[config.mk]
export PLATFORM = sky130hd
export DESIGN_NAME = seg_display_scheduler
export DESIGN_NICKNAME = d
export VERILOG_FILES = /design/src/rtl/seg_display_scheduler.sv
export SDC_FILE = /design/constraint.sdc
export NUM_CORES = 1
export LEC_CHECK = 0
export BUFFER_PORTS_ARGS = -buffer_cell sky130_fd_sc_hd__buf_2
export CORE_ASPECT_RATIO = 0.75
export CORE_UTILIZATION = 60
export DETAILED_ROUTE_END_ITERATION = 10
export PLACE_DENSITY = 0.86
export SYNTH_ARGS = -nofsm -noshare
export SYNTH_HDL_FRONTEND = slang
export SYNTH_SLANG_ARGS = --single-unit
[constraint.sdc]
create_clock -name clk -period 4.9 [get_ports clk]
set_input_delay 0.98 -clock clk [delete_from_list [all_inputs] [get_ports clk]]
set_output_delay 0.98 -clock clk [all_outputs]
set_load 0.05 [all_outputs]
[src/rtl/seg_display_scheduler.sv]
// Display scheduler for a 4-digit seven-segment panel: arbitrates temperature,
// setpoint and alarm frames, then formats each one through a serial binary-to-BCD engine.
module seg_display_scheduler #(
    parameter int TICK_DIV   = 100000,
    parameter int SETPT_HOLD = 3000,
    parameter int ROTATE     = 2000,
    parameter int BLINK      = 250
) (
    input  logic        clk,
    input  logic        reset,
    input  logic [7:0]  temp_in,
    input  logic [7:0]  setpt_in,
    input  logic        setpt_req,
    input  logic        alarm_active,
    input  logic [3:0]  alarm_code,
    output logic [15:0] disp_code,
    output logic [3:0]  disp_dp,
    output logic [1:0]  src,
    output logic        frame_upd
);
    localparam int TW = $clog2(TICK_DIV);
    localparam int HW = $clog2(SETPT_HOLD + 1);
    localparam int RW = $clog2(ROTATE + 1);
    localparam int BW = $clog2(BLINK + 1);

    typedef enum logic [1:0] {TEMP, SETPT, ALARM_MSG, ALARM_TEMP} state_t;

    state_t          state_q, state_d, snap_state;
    logic [TW-1:0]   tick_cnt;
    logic            tick;
    logic [HW-1:0]   hold_q, hold_d;
    logic [RW-1:0]   rot_q, rot_d;
    logic [BW-1:0]   blink_cnt_q, blink_cnt_d;
    logic            blink_on_q, blink_on_d, snap_blink;
    logic [7:0]      setpt_q, setpt_d, snap_val, bin_q;
    logic [3:0]      snap_code, step_q;
    logic [11:0]     bcd_q, adj;
    logic            busy_q, pend_q, start_req, start_now, commit, changed_q;
    logic [3:0]      h, t, o, d2, d1, f_dp;
    logic [15:0]     f_code;
    logic [1:0]      f_src;

    assign tick = (tick_cnt == TW'(TICK_DIV - 1));

    always_ff @(posedge clk or posedge reset) begin
        if (reset) tick_cnt <= '0;
        else if (tick) tick_cnt <= '0;
        else tick_cnt <= tick_cnt + 1'b1;
    end

    // Every alarm entry restarts the slot with the message visible.
    always_comb begin
        state_d     = state_q;
        hold_d      = hold_q;
        rot_d       = rot_q;
        blink_cnt_d = blink_cnt_q;
        blink_on_d  = blink_on_q;
        setpt_d     = setpt_q;
        if (setpt_req) begin
            state_d = SETPT;
            hold_d  = HW'(SETPT_HOLD);
            setpt_d = setpt_in;
        end else if (tick) begin
            unique case (state_q)
                TEMP: if (alarm_active) begin
                    state_d = ALARM_MSG; rot_d = '0; blink_cnt_d = '0; blink_on_d = 1'b1;
                end
                SETPT: begin
                    hold_d = hold_q - 1'b1;
                    if (hold_q <= HW'(1)) begin
                        if (alarm_active) begin
                            state_d = ALARM_MSG; rot_d = '0; blink_cnt_d = '0; blink_on_d = 1'b1;
                        end else begin
                            state_d = TEMP;
                        end
                    end
                end
                ALARM_MSG: begin
                    if (!alarm_active) begin
                        state_d = TEMP;
                    end else if (rot_q == RW'(ROTATE - 1)) begin
                        state_d = ALARM_TEMP; rot_d = '0;
                    end else begin
                        rot_d = rot_q + 1'b1;
                        if (blink_cnt_q == BW'(BLINK - 1)) begin
                            blink_cnt_d = '0; blink_on_d = ~blink_on_q;
                        end else begin
                            blink_cnt_d = blink_cnt_q + 1'b1;
                        end
                    end
                end
                ALARM_TEMP: begin
                    if (!alarm_active) begin
                        state_d = TEMP;
                    end else if (rot_q == RW'(ROTATE - 1)) begin
                        state_d = ALARM_MSG; rot_d = '0; blink_cnt_d = '0; blink_on_d = 1'b1;
                    end else begin
                        rot_d = rot_q + 1'b1;
                    end
                end
                default: state_d = TEMP;
            endcase
        end
    end

    always_ff @(posedge clk or posedge reset) begin
        if (reset) begin
            state_q     <= TEMP;
            hold_q      <= '0;
            rot_q       <= '0;
            blink_cnt_q <= '0;
            blink_on_q  <= 1'b1;
            setpt_q     <= '0;
        end else begin
            state_q     <= state_d;
            hold_q      <= hold_d;
            rot_q       <= rot_d;
            blink_cnt_q <= blink_cnt_d;
            blink_on_q  <= blink_on_d;
            setpt_q     <= setpt_d;
        end
    end

    assign start_req = tick || (state_d != state_q);
    assign start_now = !busy_q && (start_req || pend_q);
    assign commit    = busy_q && (step_q == 4'd9);

    always_comb begin
        adj = bcd_q;
        for (int i = 0; i < 3; i++)
            if (bcd_q[4*i +: 4] >= 4'd5) adj[4*i +: 4] = bcd_q[4*i +: 4] + 4'd3;
    end

    // The frame context is snapshotted at start so a commit never mixes two frames.
    always_ff @(posedge clk or posedge reset) begin
        if (reset) begin
            busy_q     <= 1'b0;
            pend_q     <= 1'b0;
            step_q     <= '0;
            snap_state <= TEMP;
            snap_blink <= 1'b0;
            snap_code  <= '0;
            snap_val   <= '0;
            bcd_q      <= '0;
            bin_q      <= '0;
        end else if (start_now) begin
            busy_q     <= 1'b1;
            pend_q     <= 1'b0;
            step_q     <= '0;
            snap_state <= state_d;
            snap_blink <= blink_on_d;
            snap_code  <= alarm_code;
            snap_val   <= (state_d == SETPT) ? setpt_d : temp_in;
        end else if (busy_q) begin
            if (start_req) pend_q <= 1'b1;
            step_q <= step_q + 1'b1;
            if (step_q == 4'd0) begin
                bcd_q <= '0;
                bin_q <= snap_val;
            end else if (step_q <= 4'd8) begin
                bcd_q <= {adj[10:0], bin_q[7]};
                bin_q <= {bin_q[6:0], 1'b0};
            end else begin
                busy_q <= 1'b0;
            end
        end
    end

    always_comb begin
        h  = bcd_q[11:8];
        t  = bcd_q[7:4];
        o  = bcd_q[3:0];
        d2 = (h == 4'd0) ? 4'hF : h;
        d1 = (h == 4'd0 && t == 4'd0) ? 4'hF : t;
        f_code = 16'hFFFF;
        f_dp   = 4'b0000;
        f_src  = 2'd3;
        unique case (snap_state)
            TEMP:  begin f_code = {d2, d1, o, 4'hC}; f_src = 2'd0; end
            SETPT: begin f_code = {4'hD, d2, d1, o}; f_dp = 4'b1000; f_src = 2'd1; end
            ALARM_MSG: begin
                f_src = 2'd2;
                if (snap_blink)
                    f_code = {4'hA, 4'hB, 4'hF, (snap_code > 4'd9) ? 4'hB : snap_code};
            end
            ALARM_TEMP: begin f_code = {d2, d1, o, 4'hC}; f_dp = 4'b0001; f_src = 2'd0; end
            default: f_code = 16'hFFFF;
        endcase
    end

    always_ff @(posedge clk or posedge reset) begin
        if (reset) begin
            disp_code <= 16'hFFFF;
            disp_dp   <= 4'b0000;
            src       <= 2'd3;
            changed_q <= 1'b0;
            frame_upd <= 1'b0;
        end else begin
            changed_q <= 1'b0;
            if (commit) begin
                disp_code <= f_code;
                disp_dp   <= f_dp;
                src       <= f_src;
                changed_q <= (f_code != disp_code) || (f_dp != disp_dp) || (f_src != src);
            end
            frame_upd <= changed_q;
        end
    end
endmodule

# ---- After elaboration in Yosys (flattened, before gate mapping)
# Cells that the tools add are included.
dict set report classes {
  add_sub_neg 8
  n_lt_le_gt_ge 6
  eq_ne 21
  muxes 63
  bitwise_logic 3
  n_reduce_logical 25
}
# op n
set ops {}
lappend ops {{two-way mux 8 bit} 11}
lappend ops {{two-way mux 12 bit} 5}
lappend ops {{one-hot mux 16 bit (3 select lines)} 1}
lappend ops {{two-way mux 11 bit} 4}
lappend ops {{one-hot mux 11 bit (3 select lines)} 1}
lappend ops {{one-hot mux 8 bit (4 select lines)} 1}
lappend ops {{two-way mux 4 bit} 7}
lappend ops {{two-way mux 2 bit} 9}
lappend ops {{adder 17 x 1 -> 17 bit, second input constant} 1}
lappend ops {{equality test 17 bit, second input constant} 1}
lappend ops {{two-way mux 1 bit} 17}
lappend ops {{two-way mux 17 bit} 1}
lappend ops {{!= test 16 bit} 1}
lappend ops {{two-way mux 15 bit} 1}
lappend ops {{>= comparator 4 x 3 -> 1 bit, second input constant} 3}
lappend ops {{<= comparator 12 x 1 -> 1 bit, second input constant} 1}
lappend ops {{zero test 4 bit} 3}
lappend ops {{subtractor 12 x 1 -> 12 bit, second input constant} 1}
lappend ops {{adder 11 x 1 -> 11 bit, second input constant} 1}
lappend ops {{equality test 11 bit, second input constant} 1}
lappend ops {{!= test 2 bit, second input constant} 5}
lappend ops {{nonzero test 2 bit} 5}
lappend ops {{adder 4 x 2 -> 4 bit, second input constant} 2}
lappend ops {{adder 8 x 1 -> 8 bit, second input constant} 1}
lappend ops {{26 further kinds} 42}
dict set report word_totals {
  regBits 124
  inputBits 24
}

# ---- Longest topological paths before layout
dict set report depth {
  depth_word 12
  mapped_depth 10
  mapped_depth_nobuf 9
}

# ---- Worst setup path before layout
# OpenSTA, ideal clock, no wires.
dict set report synth_path {
  path_type {in2reg}
  start {in setpt_req}
  end {reg snap_val[5]}
  setup_ps 127
  t_arrival_ps 2137
  required_ps 4773
  path_slack_ps 2635
  path_stages 5
  cell_sequence {clkbuf_1 > buf_1 > mux2_2 > mux2i_1 > o21ai_0}
}
# element line
set synth_rtl {}
lappend synth_rtl {{start: declaration} 13} ;# input logic setpt_req,
lappend synth_rtl {{two-way mux 8 bit} 59} ;# if (setpt_req) begin
lappend synth_rtl {{via setpt_d[5]} 35} ;# logic [7:0] setpt_q, setpt_d, snap_val, bin_q;
lappend synth_rtl {{two-way mux 8 bit} 153} ;# snap_val <= (state_d == SETPT) ? setpt_d : temp_in;
lappend synth_rtl {{end signal: assignment} 153}
lappend synth_rtl {{end: declaration} 35}
# The timed path passes the listed nets, and every way through them passes these cells.
# A chain may end at the register's enable or synchronous reset.

# ---- Worst setup path after layout
dict set report layout_path {
  start {reg snap_state[1]}
  end {reg changed_q}
}
# element line
set layout_rtl {}
lappend layout_rtl {{start: declaration} 28} ;# state_t state_q, state_d, snap_state;
lappend layout_rtl {{start signal: assignment} 150} ;# snap_state <= state_d;
lappend layout_rtl {{equality test 2 bit / equality test 2 x 1 -> 1 bit (equally long branches)} 178} ;# unique case (snap_state)
lappend layout_rtl {{one-hot mux 4 bit (2 select lines) (*)} 178}
lappend layout_rtl {{via f_dp[3]} 39} ;# logic [3:0] h, t, o, d2, d1, f_dp;
lappend layout_rtl {{!= test 4 bit (*)} 204} ;# changed_q <= (f_code != disp_code) || (f_dp != disp_dp) || (f_src != src);
lappend layout_rtl {{logical OR 1 bit (*) (2 in a row)} 204}
lappend layout_rtl {{two-way mux 1 bit (*)} 200} ;# if (commit) begin
lappend layout_rtl {{end signal: assignment} 204}
lappend layout_rtl {{end: declaration} 38} ;# logic busy_q, pend_q, start_req, start_now, commit, changed_q;
# Mark *: on every way through the listed nets, which the timed path passes. The rest lies on a longest branch.

==> metrics.yaml <==
leakage_nw: 3.26
finish.net_count: 761
overflow: 0
syn_area_per_cell_um2: 9.54
cts_tree: "yes"
cts.sink_count: 122
final_util_pct: 70.9
cts_max_path_buffers: 2
grt_max_degree: 64
cts_root_buffer: "clkbuf_16"
fmax_mhz: 336
num_rows: 32
drive_gt1_share_pct: 18.2
worstPathRequired_ps: 5200
crit_type: "register to register"
cts_hold_buf: 0
seq_area_um2: 3080
clkSlewWorstSetupHoldPaths_ps: 60
syn_area_um2: 6540
yosysTopAreaCell: "dfrtp_1"
finalSetupViolCount: 0
routed_via_density: 6.17
final_common_cell: "dfrtp_1"
crit_start: "snap_state[1]"
design.die.area_um2: 11300
p_per_area_nw_per_um2: 333
grt_pass1_wl_um: 24700
antenna_found_initial: 0
design.portCount: 47
period_minus_slack_ps: 2970
synthFlopType: "dfrtp_1"
clock_skew_ps: 7.71
final_hold_viol_count: 0
worstReg2RegEnd: "changed_q"
min-delay-path-class: "register to register"
r2r_slack_ps: 1930
fin_area_um2: 7410
drt-pass1-iter-count: 5
tightest_slew_ps: 1030
rsz0062_at_grt: "no"
r2r_start: "snap_state[1]"
synth_edf_count: 0
vias: 5348
cts_htree_levels: 4
routabilityCongestion: 0.929
cap_violations: 0
synth-async-reset-ratio_pct: 100
crit_path_end: "changed_q"
cp.arrival_ps: 3270
post_drt_wl_per_cell_um: 17.1
post_cts_resized: 0
final.setup.tns_ps: 0
multi_input_comb_area_um2: 3230
totalWireLength_um: 14800
grt_pass1_vias: 5186
hpwl_um: 9790
endpoint_kind: "register"
diodes: 0
synthTopCellsByArea: "dfrtp_1, dfstp_2, o21ai_0"
place_area_um2: 6810
cp_max_fo: 25
initial_core_util_pct: 62.5
drtIter0Drc: 550
syn_inst: 685
synthDistinctLibCells: 63
portBuffers: 44
synth_warnings: 0
grtUsageTotal_pct: 28.4
peakVddDrop_mv: 0.278
r2r_cells: 8
cp-start-kind: "register"
fin_crit_sh_pct: 60.7
area_growth_pct: 13.4
worstSkewPairLatency_ps: 430
die_w_um: 123
drc: 0
yosys.area.top_type_share_pct: 39.4
synth_seq_cells: 122
slew_headroom_pct: 30.9
core-area_um2: 10500
drv_slew: 0
fill_cells: 741
layout_common_cells: "dfrtp_1, o21ai_0, nand2_1, buf_2, nor2_1"
die_y_um: 92.4
ys_seq_area_share_pct: 47.1
status: "completed"
cts_buffers: 17
ant_nets: 0
post_cts_buffers: 0
-- cells by family after synthesis --
| logic type | synth area share, % |
|---|---|
| XOR/XNOR | 4.56 |
| AO/OA/AOI/OAI | 16.1 |
| flip-flops | 47.1 |
| adder cells (fa/ha/maj) | 3.64 |
| AND/OR/NAND/NOR | 19.7 |
| other | 0.0574 |
| multiplexers | 5.32 |
| buffers and inverters | 3.50 |
-- synthesized netlist by cell type (5+ instances only) --
| cell type | n |
|---|---|
| mux2_2 | 14 |
| o31ai_1 | 14 |
| nor2_1 | 36 |
| inv_1 | 22 |
| or3_1 | 5 |
| mux2i_1 | 19 |
| nand3_1 | 30 |
| a31oi_1 | 5 |
| dfrtp_1 | 103 |
| o21ai_0 | 85 |
| nand2b_1 | 15 |
| nor4_1 | 5 |
| dfstp_2 | 19 |
| a21oi_1 | 22 |
| a211oi_1 | 7 |
| ha_1 | 19 |
| o21bai_1 | 5 |
| a22o_1 | 11 |
| xor2_1 | 17 |
| clkbuf_1 | 24 |
| and3_1 | 12 |
| nor3_1 | 15 |
| buf_2 | 6 |
| xnor2_1 | 17 |
| and3_2 | 5 |
| nor2b_1 | 10 |
| nand2_1 | 82 |
-- power by group --
| group | total [W] | internal (W) | switching (W) |
|---|---|---|---|
| registers | 0.00105 | 0.00103 | 0.0000203 |
| clock network | 0.00128 | 0.000797 | 0.000482 |
| logic | 0.000138 | 0.0000491 | 0.0000891 |
| total | 0.00247 | 0.00188 | 0.000591 |
-- stage by stage --
stage	std cells	total power [W]	setup slack (ps)	hold WS [ps]
6_report	867	0.00247	1930	352
5_1_grt	867	0.00254	1710	366
4_1_cts	867	0.00248	2000	354
3_5_place_dp	835	0.00121	2010	342
3_3_place_gp	835	0.00120	2130	341
2_1_floorplan	686	0.00117	709	331
-- worst min path at each step --
| stage | startpoint | endpoint | slack, ps | depth (start not counted) |
|---|---|---|---|---|
| 2_1_floorplan | changed_q | frame_upd | 330 | 0 |
| 3_3_place_gp | changed_q | frame_upd | 340 | 0 |
| 3_5_place_dp | changed_q | frame_upd | 340 | 0 |
| 4_1_cts | changed_q | frame_upd | 350 | 0 |
| 5_1_grt | changed_q | frame_upd | 370 | 0 |
| 6_report | changed_q | frame_upd | 350 | 0 |
-- critical path: stages (launching register included) --
cell	delay, ps
dfrtp_1	420
inv_1	80
ha_1	650
clkinv_1	470
nor3_1	530
mux2i_1	270
o2111ai_1	140
nor3_1	190
a31oi_1	100
-- layer usage --
layer  GRT usage [%]  wire [µm]  share of wire, %  up-vias
li1                -          -                 -     2499
met3            6.90       1050               7.1       37
met4            11.8        333               2.2        0
met2            43.9       6930                47      228
met1            38.2       6500                44     2584
met5               0          0                 0        -
-- area by class of cell --
class,count,share of cell area [%]
multi-input combinational,507,43.6
sequential,122,41.5
clock buffer,17,5.74
timing repair buffer,47,3.27
clock inverter,15,2.36
tap,136,2.30
inverter,23,1.20
-- registers in the layout, indices dropped and copies added, names as in the netlist, 2 cells and up --
| name | flops |
|---|---|
| snap_val | 8 |
| state_q | 2 |
| disp_code | 16 |
| step_q | 4 |
| snap_code | 4 |
| bin_q | 8 |
| blink_cnt_q | 8 |
| bcd_q | 12 |
| tick_cnt | 17 |
| snap_state | 2 |
| rot_q | 11 |
| disp_dp | 2 |
| src | 2 |
| hold_q | 12 |
| setpt_q | 8 |
Note: power is estimated with default switching activity, not from simulation.
